[config.mk]
export PLATFORM = sky130hd
export DESIGN_NAME = cordic_result_serializer
export DESIGN_NICKNAME = d
export VERILOG_FILES = /design/src/rtl/cordic_pkg.sv /design/src/rtl/cordic_result_fifo.sv /design/src/rtl/cordic_result_serializer.sv
export SDC_FILE = /design/constraint.sdc
export NUM_CORES = 1
export LEC_CHECK = 0
export BUFFER_PORTS_ARGS = -buffer_cell sky130_fd_sc_hd__buf_2
export CORE_AREA = 2 2 436 265
export DETAILED_ROUTE_END_ITERATION = 8
export DIE_AREA = 0 0 438 267
export PLACE_DENSITY = 0.55
export SETUP_SLACK_MARGIN = 0.1
export SLEW_MARGIN = 30
export SYNTH_ARGS = -nofsm -noshare
export SYNTH_HDL_FRONTEND = slang
export SYNTH_SLANG_ARGS = --single-unit
export TNS_END_PERCENT = 20
[constraint.sdc]
create_clock -name iClk -period 7.6 [get_ports iClk]
set_input_delay 1.9 -clock iClk [delete_from_list [all_inputs] [get_ports iClk]]
set_output_delay 1.9 -clock iClk [all_outputs]
set_load 0.01 [all_outputs]
[src/rtl/cordic_pkg.sv]
// ---------------------------------------------------------------------------
// cordic_pkg
// Shared definitions for the CORDIC result path: float word width, the
// {cos,sin} result pair carried through the serializer FIFO, and the
// output FSM state encoding.
// ---------------------------------------------------------------------------
package cordic_pkg;

   localparam int CORDIC_FLOAT_W = 32;

   // One CORDIC result: cos in the upper half, sin in the lower half.
   typedef struct packed {
      logic [CORDIC_FLOAT_W-1:0] cos;
      logic [CORDIC_FLOAT_W-1:0] sin;
   } cordic_pair_t;

   // Output word sequencer: nothing presented, cos presented, sin presented.
   typedef enum logic [1:0] {
      ST_IDLE = 2'd0,
      ST_COS  = 2'd1,
      ST_SIN  = 2'd2
   } ser_state_t;

endpackage : cordic_pkg

[src/rtl/cordic_result_fifo.sv]
// ---------------------------------------------------------------------------
// cordic_result_fifo
// Synchronous FIFO of {cos,sin} result pairs. Push is ignored when full and
// pop is ignored when empty; full/empty come from the registered count, so a
// pop in the same cycle never frees room for a push (no bypass). The head
// entry is visible combinationally on rd_data. Drop/overflow policy belongs
// to the instantiating block.
//
// Ports:
//   clk      in   clock
//   rst_n    in   synchronous active-low reset (empties the FIFO)
//   push     in   write wr_data
//   wr_data  in   pair to write
//   pop      in   remove head entry
//   rd_data  out  head entry
//   count    out  occupancy 0..DEPTH
//   full     out  count == DEPTH
//   empty    out  count == 0
// ---------------------------------------------------------------------------
module cordic_result_fifo
   import cordic_pkg::*;
#(
   parameter int DEPTH = 16
) (
   input  logic                       clk,
   input  logic                       rst_n,
   input  logic                       push,
   input  cordic_pair_t               wr_data,
   input  logic                       pop,
   output cordic_pair_t               rd_data,
   output logic [$clog2(DEPTH):0]     count,
   output logic                       full,
   output logic                       empty
);

   localparam int AW = $clog2(DEPTH);

   cordic_pair_t  mem_r [DEPTH];
   logic [AW-1:0] wr_ptr_r;
   logic [AW-1:0] rd_ptr_r;
   logic [AW:0]   count_r;
   logic          push_ok_s;
   logic          pop_ok_s;

   assign full      = (count_r == (AW+1)'(DEPTH));
   assign empty     = (count_r == {(AW+1){1'b0}});
   assign push_ok_s = push & ~full;
   assign pop_ok_s  = pop & ~empty;
   assign rd_data   = mem_r[rd_ptr_r];
   assign count     = count_r;

   // Storage array; contents need no reset because count gates visibility.
   always_ff @(posedge clk) begin
      if (push_ok_s) begin
         mem_r[wr_ptr_r] <= wr_data;
      end
   end

   // Pointers (wrap naturally at power-of-two DEPTH) and occupancy count.
   always_ff @(posedge clk) begin
      if (!rst_n) begin
         wr_ptr_r <= {AW{1'b0}};
         rd_ptr_r <= {AW{1'b0}};
         count_r  <= {(AW+1){1'b0}};
      end else begin
         if (push_ok_s) begin
            wr_ptr_r <= wr_ptr_r + {{(AW-1){1'b0}}, 1'b1};
         end
         if (pop_ok_s) begin
            rd_ptr_r <= rd_ptr_r + {{(AW-1){1'b0}}, 1'b1};
         end
         case ({push_ok_s, pop_ok_s})
            2'b10:   count_r <= count_r + {{AW{1'b0}}, 1'b1};
            2'b01:   count_r <= count_r - {{AW{1'b0}}, 1'b1};
            default: count_r <= count_r;
         endcase
      end
   end

endmodule : cordic_result_fifo

[src/rtl/cordic_result_serializer.sv]
// ---------------------------------------------------------------------------
// cordic_result_serializer
// Captures CORDIC {cos,sin} result pairs into a FIFO and streams them out as
// 32-bit words (cos, then sin) over a valid/ready handshake. The upstream
// pipeline cannot stall, so pairs arriving at a full FIFO are dropped and a
// sticky overflow flag is raised; an almost-full level lets the system stop
// issuing new angles early.
//
// Optional feature macro: CORDIC_SERIALIZER_CNT_EN adds oPair_count (pairs
// fully delivered, wrapping) and oDrop_count (dropped pairs, saturating,
// cleared with the overflow flag).
//
// Ports:
//   iClk             in   clock
//   iReset_n         in   synchronous active-low reset
//   iData_valid      in   result pair valid this cycle
//   iData_cos        in   cos result word
//   iData_sin        in   sin result word
//   iClear_overflow  in   pulse clearing oOverflow
//   iReady           in   sink accepts oData
//   oValid           out  oData holds a word
//   oData            out  output word
//   oSin_flag        out  0 = cos word, 1 = sin word
//   oAlmost_full     out  FIFO occupancy >= ALMOST_FULL_LEVEL
//   oOverflow        out  sticky: a pair was dropped
//   oPair_count      out  (macro only) delivered pair count
//   oDrop_count      out  (macro only) dropped pair count
// ---------------------------------------------------------------------------
module cordic_result_serializer
   import cordic_pkg::*;
#(
   parameter int DEPTH             = 16,
   parameter int ALMOST_FULL_LEVEL = 12
) (
   input  logic                      iClk,
   input  logic                      iReset_n,
   input  logic                      iData_valid,
   input  logic [CORDIC_FLOAT_W-1:0] iData_cos,
   input  logic [CORDIC_FLOAT_W-1:0] iData_sin,
   input  logic                      iClear_overflow,
   input  logic                      iReady,
   output logic                      oValid,
   output logic [CORDIC_FLOAT_W-1:0] oData,
   output logic                      oSin_flag,
   output logic                      oAlmost_full,
`ifdef CORDIC_SERIALIZER_CNT_EN
   output logic [15:0]               oPair_count,
   output logic [7:0]                oDrop_count,
`endif
   output logic                      oOverflow
);

   localparam int AW = $clog2(DEPTH);

   ser_state_t                state_r;
   logic                      valid_r;
   logic [CORDIC_FLOAT_W-1:0] data_r;
   logic                      sin_flag_r;
   logic [CORDIC_FLOAT_W-1:0] hold_sin_r;
   logic                      almost_full_r;
   logic                      overflow_r;

   cordic_pair_t              wr_pair_s;
   cordic_pair_t              head_s;
   logic [AW:0]               fifo_count_s;
   logic [AW:0]               count_next_s;
   logic                      fifo_full_s;
   logic                      fifo_empty_s;
   logic                      push_s;
   logic                      pop_s;
   logic                      drop_s;

   assign wr_pair_s = '{cos: iData_cos, sin: iData_sin};
   assign push_s    = iData_valid & ~fifo_full_s;
   assign drop_s    = iData_valid & fifo_full_s;

   cordic_result_fifo #(
      .DEPTH (DEPTH)
   ) u_fifo (
      .clk     (iClk),
      .rst_n   (iReset_n),
      .push    (push_s),
      .wr_data (wr_pair_s),
      .pop     (pop_s),
      .rd_data (head_s),
      .count   (fifo_count_s),
      .full    (fifo_full_s),
      .empty   (fifo_empty_s)
   );

   // Pop decision: refill the holding register when idle, or right as the
   // sin word is accepted so back-to-back pairs stream without a bubble.
   always_comb begin
      pop_s = 1'b0;
      case (state_r)
         ST_IDLE: pop_s = ~fifo_empty_s;
         ST_SIN:  pop_s = iReady & ~fifo_empty_s;
         default: pop_s = 1'b0;
      endcase
   end

   // Occupancy after this edge, so the almost-full flag tracks the count.
   always_comb begin
      count_next_s = fifo_count_s;
      if (push_s && !pop_s) begin
         count_next_s = fifo_count_s + {{AW{1'b0}}, 1'b1};
      end else if (!push_s && pop_s) begin
         count_next_s = fifo_count_s - {{AW{1'b0}}, 1'b1};
      end else begin
         count_next_s = fifo_count_s;
      end
   end

   // Output word sequencer with registered valid/data/flag.
   always_ff @(posedge iClk) begin
      if (!iReset_n) begin
         state_r    <= ST_IDLE;
         valid_r    <= 1'b0;
         data_r     <= {CORDIC_FLOAT_W{1'b0}};
         sin_flag_r <= 1'b0;
         hold_sin_r <= {CORDIC_FLOAT_W{1'b0}};
      end else begin
         case (state_r)
            ST_IDLE: begin
               if (!fifo_empty_s) begin
                  state_r    <= ST_COS;
                  valid_r    <= 1'b1;
                  data_r     <= head_s.cos;
                  sin_flag_r <= 1'b0;
                  hold_sin_r <= head_s.sin;
               end else begin
                  state_r    <= ST_IDLE;
                  valid_r    <= 1'b0;
               end
            end
            ST_COS: begin
               if (iReady) begin
                  state_r    <= ST_SIN;
                  data_r     <= hold_sin_r;
                  sin_flag_r <= 1'b1;
               end else begin
                  state_r    <= ST_COS;
               end
            end
            ST_SIN: begin
               if (iReady && !fifo_empty_s) begin
                  state_r    <= ST_COS;
                  data_r     <= head_s.cos;
                  sin_flag_r <= 1'b0;
                  hold_sin_r <= head_s.sin;
               end else if (iReady) begin
                  state_r    <= ST_IDLE;
                  valid_r    <= 1'b0;
                  data_r     <= {CORDIC_FLOAT_W{1'b0}};
                  sin_flag_r <= 1'b0;
               end else begin
                  state_r    <= ST_SIN;
               end
            end
            default: begin
               state_r    <= ST_IDLE;
               valid_r    <= 1'b0;
               data_r     <= {CORDIC_FLOAT_W{1'b0}};
               sin_flag_r <= 1'b0;
            end
         endcase
      end
   end

   // Almost-full level and sticky overflow; a drop beats a coincident clear.
   always_ff @(posedge iClk) begin
      if (!iReset_n) begin
         almost_full_r <= 1'b0;
         overflow_r    <= 1'b0;
      end else begin
         almost_full_r <= (count_next_s >= (AW+1)'(ALMOST_FULL_LEVEL));
         if (drop_s) begin
            overflow_r <= 1'b1;
         end else if (iClear_overflow) begin
            overflow_r <= 1'b0;
         end else begin
            overflow_r <= overflow_r;
         end
      end
   end

`ifdef CORDIC_SERIALIZER_CNT_EN
   logic [15:0] pair_count_r;
   logic [7:0]  drop_count_r;

   // Delivered-pair counter (wraps) and dropped-pair counter (saturates).
   always_ff @(posedge iClk) begin
      if (!iReset_n) begin
         pair_count_r <= 16'd0;
         drop_count_r <= 8'd0;
      end else begin
         if (state_r == ST_SIN && iReady) begin
            pair_count_r <= pair_count_r + 16'd1;
         end
         if (iClear_overflow) begin
            drop_count_r <= drop_s ? 8'd1 : 8'd0;
         end else if (drop_s && drop_count_r != 8'hFF) begin
            drop_count_r <= drop_count_r + 8'd1;
         end else begin
            drop_count_r <= drop_count_r;
         end
      end
   end

   assign oPair_count = pair_count_r;
   assign oDrop_count = drop_count_r;
`endif

   assign oValid       = valid_r;
   assign oData        = data_r;
   assign oSin_flag    = sin_flag_r;
   assign oAlmost_full = almost_full_r;
   assign oOverflow    = overflow_r;

endmodule : cordic_result_serializer

# Word-level counts from Yosys, hierarchy flattened
# Memories as Yosys holds them, arrays and structs flattened. A register that Yosys moved wholly into a read port is not among the register bits.
# Cells that the tools add are included.
# word_totals
ff_bits	83
mem_bits_rw	1024
input_bits	69
out_inout_bits	36
elab_cells	80
n_memories	1
# memory_table
memory	words	word_bits	read_ports	rd_ports_with_merged_regs	wr	line	text
u_fifo.mem_r	16	64	1	1	1	cordic_result_fifo.sv:38	cordic_pair_t mem_r [DEPTH];
# classes
addsub	4
n_lt_le_gt_ge	1
n_eq_ne	11
muxes	31
n_bitwise	8
reduce_logical	14
# ops
cell	n
$mux 32	6
$pmux 32 s3	1
$pmux 32 s2	1
$mux 1	11
$mux 5	2
$ne 2x2->1 const B	5
$pmux 5 s2	1
$reduce_and 3->1	3
$add 4x1->4 const B	2
$mux 4	2
$mux 2	3
$pmux 1 s3	2
$pmux 2 s3	1
$reduce_bool 2->1	3
$add 5x1->5 const B	1
$and 1x1->1	5
$eq 5x5->1 const B	1
$ge 5x4->1 const B	1
$logic_not 5->1	1
$sub 5x1->5 const B	1
$eq 2x1->1 const B	2
$eq 2x2->1 const B	2
$logic_and 1x1->1	3
$logic_not 1->1	3
other kinds (4)	6

# Depth between registers and ports, before layout
# Gate-level depths: netlist (run 1).
# depth
ltp_word	8
depth_mapped	11
depth_no_buf	10

# By module
# Synthesis (run 1) repeated with hierarchy kept, for this count alone.
# unflattened
hier_cells	2027
hier_area_um2	42214.2
# by_module_without_submodules
module	instances	cells_per_inst	area_each_um2
cordic_result_fifo	1	1688	39133.8
cordic_result_serializer	1	339	3080.5

# Least setup slack after synthesis (run 1)
# Ideal clock, no wire load.
# synth_timing
kind	in2reg
startpoint	input port iData_valid
endpoint	memory u_fifo.mem_r[0][0] (netlist name), enable pin
setup_time_ns	0.565
t_arrival_ns	6.682
required_time_ns	7.035
slack_ns	0.353
path_stages	4
path_buffers	1
path_cell_list	and2_1 > clkbuf_1 > nand2_1 > nor3_1
# synth_via
elab_chain_len	4
# synth_rtl
item	line	text
start: declaration	cordic_result_serializer.sv:37	input logic iData_valid,
$and 1x1->1	cordic_result_serializer.sv:74	assign push_s = iData_valid & ~fifo_full_s;
$and 1x1->1	cordic_result_fifo.sv:47	assign push_ok_s = push & ~full;
$mux 1	cordic_result_fifo.sv:54	if (push_ok_s) begin
$mux 1 (implied by the code)	cordic_result_fifo.sv:55	mem_r[wr_ptr_r] <= wr_data;
end: declaration	cordic_result_fifo.sv:38	
# Every way passes these cells.

# Worst setup path after layout (run 1)
# layout_timing
startpoint	input port iData_valid
endpoint	memory u_fifo.mem_r[7][32] (netlist name), enable pin
# The elaborated chain is that of the path after synthesis.

==> run metrics, run 1 <==
unrepaired setup endpoints after global routing false; H-tree Lvls 3; Mapped Nets 2,189; final cycle utilization of the critical path 0.500; Skew-Pair Late Insertion Delay 700 ps; # fillers 9,792; critical path's top delay family simple AND/OR/NAND/NOR gates; Via-to-Cell Ratio 5.49; synthesized instance count 2,112; Die X 438 um; first-pass GRT wire length 154,000 um; post-synth top area share 0.720; WP buf/inv 2; Crit. End Element register; initial antenna violation count 10; Post-Syn Area 0.0427 mm2; pre-CTS setup slack 2870 ps; share of the yosys chip area belonging to registers 0.760; row count 96; clock sink total 1,111; Tmin final 3800 ps; placed inst area 0.0454 mm2; WL final 107,000 um; Final Setup Violations 0; combinational share of power 0.199; crit path max fanout 47; Synth Register Bits 1,111; CTS tree yes; nets@finish 2,324; routability congestion estimate 0.802; most frequent cells in the layout 1,024 x edfxtp_1, 194 x mux2i_1, 192 x mux4_2, 104 x buf_2, 103 x clkbuf_16; CP Data Arrival Time 4100 ps; final antenna-violating net count 0; Die Ht 267 um; setup bufs post-CTS 0; max-capacitance violation count 0; Initial DRC Count 2,192; Hold WC Path Type reg -> reg; Synth area leaders edfxtp_1 72%, mux4_2 10%, mux2i_1 4.5%; Cell Count Post-Placement 3,662; share of layout cells above drive strength 1 0.257; crit-path cells buf_2, nand3_1, nor2_4, buf_4; die area 0.117 mm2; max incr delay on CP 820 ps; yosys warns 0; sequential power share 0.477; pwr dens 316 mW/mm2; CTS Buffer Depth 3; Avg Cell Area, Syn 20.2 um2; final hold vios 0; total track usage 0.184; worst hold margin 497 ps; Net Sw Frac 0.282; HPWL Detailed 63,200 um; PortBufs 104; worst clock skew 25.6 ps; drt first pass iters 5; vias in the first global route 21.4k; gr ovfl total 0; post-cts gate resize count 0; commonest non-fill, non-tap cell in the layout edfxtp_1; initial core utilization 0.378; via count 21.2k; fmax 263 MHz; CTS Hold Bufs 0; Tot Pwr 15.4 mW; CTS Root Cell clkbuf_16; WP data required 7900 ps; slew margin rel. 0.350; Critical-path top delay cell buf_4; Non-Filler Instances 3,855; Max Slew Vio Count 0; switching power 4.33 mW; Layout area overhead 13.9%; Core Util, Final 0.430; WL/cell 27.8 um; Internal Power 11.0 mW; CP Launch Type primary input; Peak VDD IR 211 uV; Worst-path clk slew 60 ps; setup ws final 3800 ps; FFs w/ async S/R, synth 0; Unique masters post-synth 51; Finished Cell Area 0.0487 mm2; # DRC 0; Fin Setup TNS 0 ps; clock network fraction of design power 0.324; core area 0.113 mm2; Leak 14.7 nW; pin count of the biggest net entering global routing 103; Synth Flop Type edfxtp_1; Post-synth EDFFs 1,024; critical path type in -> reg; Synth area leader edfxtp_1; status finished clean; IO Pins 105; Num CTS Buffers 100; worst slew pin tran 947 ps
==> metal layers <==
metal | GRT usage | vias up | share of wire
met3 | 0.0332 | 113 | 0.065
met5 | 0 | - | 0
li1 | - | 8975 | -
met4 | 0.0349 | 0 | 0.014
met2 | 0.269 | 678 | 0.44
met1 | 0.287 | 11400 | 0.48
==> worst reg2reg max path: cells and delay by family (launching register included) <==
| kind | cells | cell delay (ps) |
|---|---|---|
| DFF | 1 | 450 |
| buffers and inverters | 2 | 900 |
| adders and majority gates | 1 | 280 |
| and+or+nand+nor | 3 | 1410 |
==> power by group through the flow <==
stage | Combinational, mW | Sequential (mW) | Clock (mW)
floorplan | 1.95 | 7.28 | 0
global placement | 2.89 | 7.44 | 0
detailed placement | 3.08 | 7.45 | 0
CTS | 3.09 | 7.32 | 5.08
global route | 3.28 | 7.35 | 5.32
finish | 3.05 | 7.32 | 4.98
==> synth_stat cells (2+ instances only) <==
cell	number
edfxtp_1	1024
mux2i_1	194
mux4_2	192
a22oi_1	96
dfxtp_1	87
nand2_1	74
clkbuf_1	54
buf_2	35
o21ai_0	35
nor2_1	33
o211ai_1	33
or3_1	33
a31oi_1	32
mux2_2	32
nand3_2	30
buf_4	20
a21oi_1	10
inv_1	10
buf_1	8
ha_1	8
buf_6	7
nand2b_1	7
nand3_1	6
xnor2_1	6
xor2_1	5
nor3_1	4
and2_1	3
nor2b_1	3
o2bb2ai_1	3
a211oi_1	2
and3_1	2
clkbuf_2	2
nand4b_1	2
nand4bb_1	2
o32ai_1	2
==> worst paths after layout <==
kind / start / end / slack [ps] / cells past startpoint
worst min-delay path: oOverflow / oOverflow / 500 / 2
worst max-delay path: iData_valid / u_fifo.mem_r[7][32] / 3800 / 4
worst min register to register: oOverflow / oOverflow / 500 / 2
worst max register to register: u_fifo.count[0] / u_fifo.mem_r[7][32] / 4090 / 6
==> cells by family after synthesis <==
| kind of cell | after synthesis | synth area share |
|---|---|---|
| compound gates | 220 | 0.0360 |
| xor+xnor | 11 | 0.00225 |
| fa+ha+maj | 8 | 0.00234 |
| buf+inv | 136 | 0.0160 |
| flops | 1111 | 0.760 |
| mux | 418 | 0.155 |
| simple gates | 208 | 0.0279 |
==> flip-flops by register name, indices dropped and copies added, names as in the netlist, 2 cells and up, named ones only <==
name	cells
hold_sin_r	32
oData	32
state_r	2
u_fifo.count	5
u_fifo.mem_r	1024
u_fifo.rd_ptr_r	4
u_fifo.wr_ptr_r	4
==> area by class of cell <==
type | count | area [um2] | area share
flip-flops and latches | 1111 | 32500 | 0.668
clock buffers | 145 | 2870 | 0.0589
repair buffers | 159 | 1230 | 0.0253
well taps | 1519 | 1900 | 0.0391
diodes | 2 | 5.00 | 0.000103
multi-input cells | 865 | 9750 | 0.200
inverters | 10 | 37.5 | 0.000772
clock inverters | 44 | 355 | 0.00730
No activity file was read; power rests on OpenSTA's default activity.
==> inputs of run 2 (changes only) <==
==> constraint.sdc (replaced) <==
create_clock -name iClk -period 3.2 [get_ports iClk]
set_input_delay 0.8 -clock iClk [delete_from_list [all_inputs] [get_ports iClk]]
set_output_delay 0.8 -clock iClk [all_outputs]
set_load 0.01 [all_outputs]
==> run metrics, run 2 (synthesis gave the netlist of run 1 again) <==
status finished clean; initial antenna violation count 13; first-pass GRT wire length 154,000 um; total track usage 0.182; CTS Buffer Depth 3; post-cts gate resize count 0; HPWL Detailed 58,800 um; via count 21.2k; core area 0.113 mm2; Skew-Pair Late Insertion Delay 710 ps; Critical Path End u_fifo.count[3]; final antenna-violating net count 0; WL/cell 27.2 um; pin count of the biggest net entering global routing 69; reg-to-reg endpoint u_fifo.count[3]; final cycle utilization of the critical path 0.878; Critical path origin u_fifo.count[1]; gr ovfl total 0; Final Setup Violations 0; critical path depth 10; WP data required 3750 ps; Die Ht 267 um; Critical-path top delay cell or4b_2; # DRC 0; WL final 106,000 um; Die X 438 um; critical path's top delay family simple AND/OR/NAND/NOR gates; most frequent cells in the layout 1,024 x edfxtp_1, 194 x mux2i_1, 192 x mux4_2, 105 x clkbuf_16, 104 x buf_2; row count 96; die area 0.117 mm2; reg2reg path depth 10; clock sink total 1,111; H-tree Lvls 3; Largest Register u_fifo.mem_r; worst slew pin tran 903 ps; initial core utilization 0.378; PortBufs 104; Non-Filler Instances 3,879; crit-path cells inv_1, ha_2, nand4bb_1, and2_1, inv_1, ha_1, or4b_2, a21oi_1, xnor2_1, nor2_1; max-capacitance violation count 0; Via-to-Cell Ratio 5.46; max incr delay on CP 610 ps; final hold vios 0; crit path max fanout 6; CTS tree yes; Hold WC Path Type in -> reg; share of layout cells above drive strength 1 0.270; vias in the first global route 21.9k; Num CTS Buffers 102; Initial DRC Count 2,108; Core Util, Final 0.435; Crit. End Element register; slew margin rel. 0.397; Max Slew Vio Count 0; commonest non-fill, non-tap cell in the layout edfxtp_1; routability congestion estimate 0.771; Worst-path clk slew 60 ps; worst clock skew 26.2 ps; Reg2Reg Setup Slack 390 ps; drt first pass iters 5; pwr dens 747 mW/mm2; setup bufs post-CTS 0; fmax 356 MHz; Layout area overhead 15.1%; Cell Count Post-Placement 3,683; Tmin final 2810 ps; Crit path top cell by count inv_1; reg2reg start u_fifo.count[1]; Leak 14.9 nW; CTS Root Cell clkbuf_16; CP Launch Type register; critical path type reg -> reg; CP Data Arrival Time 3360 ps; Peak VDD IR 491 uV; IO Pins 105; nets@finish 2,345; WP buf/inv 2; CTS Hold Bufs 0; unrepaired setup endpoints after global routing false; max reg flops 1,024
## run 2: cell types whose count changed in the layout (fill, tap and decap cells not counted), sizes merged
| cell | change |
|---|---|
| buf | +19 |
| bufinv | +3 |
| clkbuf | -10 |
| clkinv | +9 |
| inv | +3 |
## run 2: final cells by class
cell class | count | area, um2
antenna | 2 | 5.00
clock buffer | 135 | 2850
clock inverter | 59 | 490
fill | 9754 | 64000
inverter | 10 | 37.5
multi-input combinational | 865 | 9790
sequential | 1111 | 32500
tap | 1519 | 1900
timing repair buffer | 178 | 1590
## run 2: power breakdown
group / total (mW) / leakage, nW / switching, mW / internal, mW
sequential: 17.4 / 9.97 / 0.811 / 16.6
combinational: 7.11 / 3.24 / 4.05 / 3.06
clock: 12.2 / 1.66 / 5.36 / 6.85
## run 2: metal layers
metal,track usage,up-vias,share of wire,wire length [um]
li1,-,9021,-,-
met1,0.265,11400,0.46,49000
met2,0.275,618,0.45,47700
met3,0.0472,142,0.067,7110
met4,0.0377,4,0.017,1780
met5,0,-,0.00024,25
## run 2: worst min-delay path, stage by stage
cell and delay (ps):
buf_2 90, inv_1 40, a21oi_1 50, nor2_1 80
## run 2: how the worst min path moves through the flow
stage	start	to	slack [ps]	cells after the start
3_5_place_dp	oSin_flag	oSin_flag	470	2
5_1_grt	iClear_overflow	oOverflow	410	4
3_3_place_gp	oOverflow	oOverflow	470	2
4_1_cts	iClear_overflow	oOverflow	380	4
6_report	iClear_overflow	oOverflow	420	4
2_1_floorplan	hold_sin_r[23]	hold_sin_r[23]	440	2
## run 2: metrics by stage
| stage | setup TNS, ps | hold slack, ps | total power [mW] | setup WS (ps) | instance area (um2) |
|---|---|---|---|---|---|
| 2_1_floorplan | -56040 | 443 | 21.9 | -126 | 42800 |
| 6_report | 0 | 424 | 36.7 | 390 | 49200 |
| 4_1_cts | 0 | 378 | 37.1 | 410 | 49200 |
| 3_3_place_gp | 0 | 472 | 24.8 | 370 | 45800 |
| 3_5_place_dp | 0 | 474 | 24.9 | 347 | 45800 |
| 5_1_grt | 0 | 409 | 38.2 | 278 | 49200 |
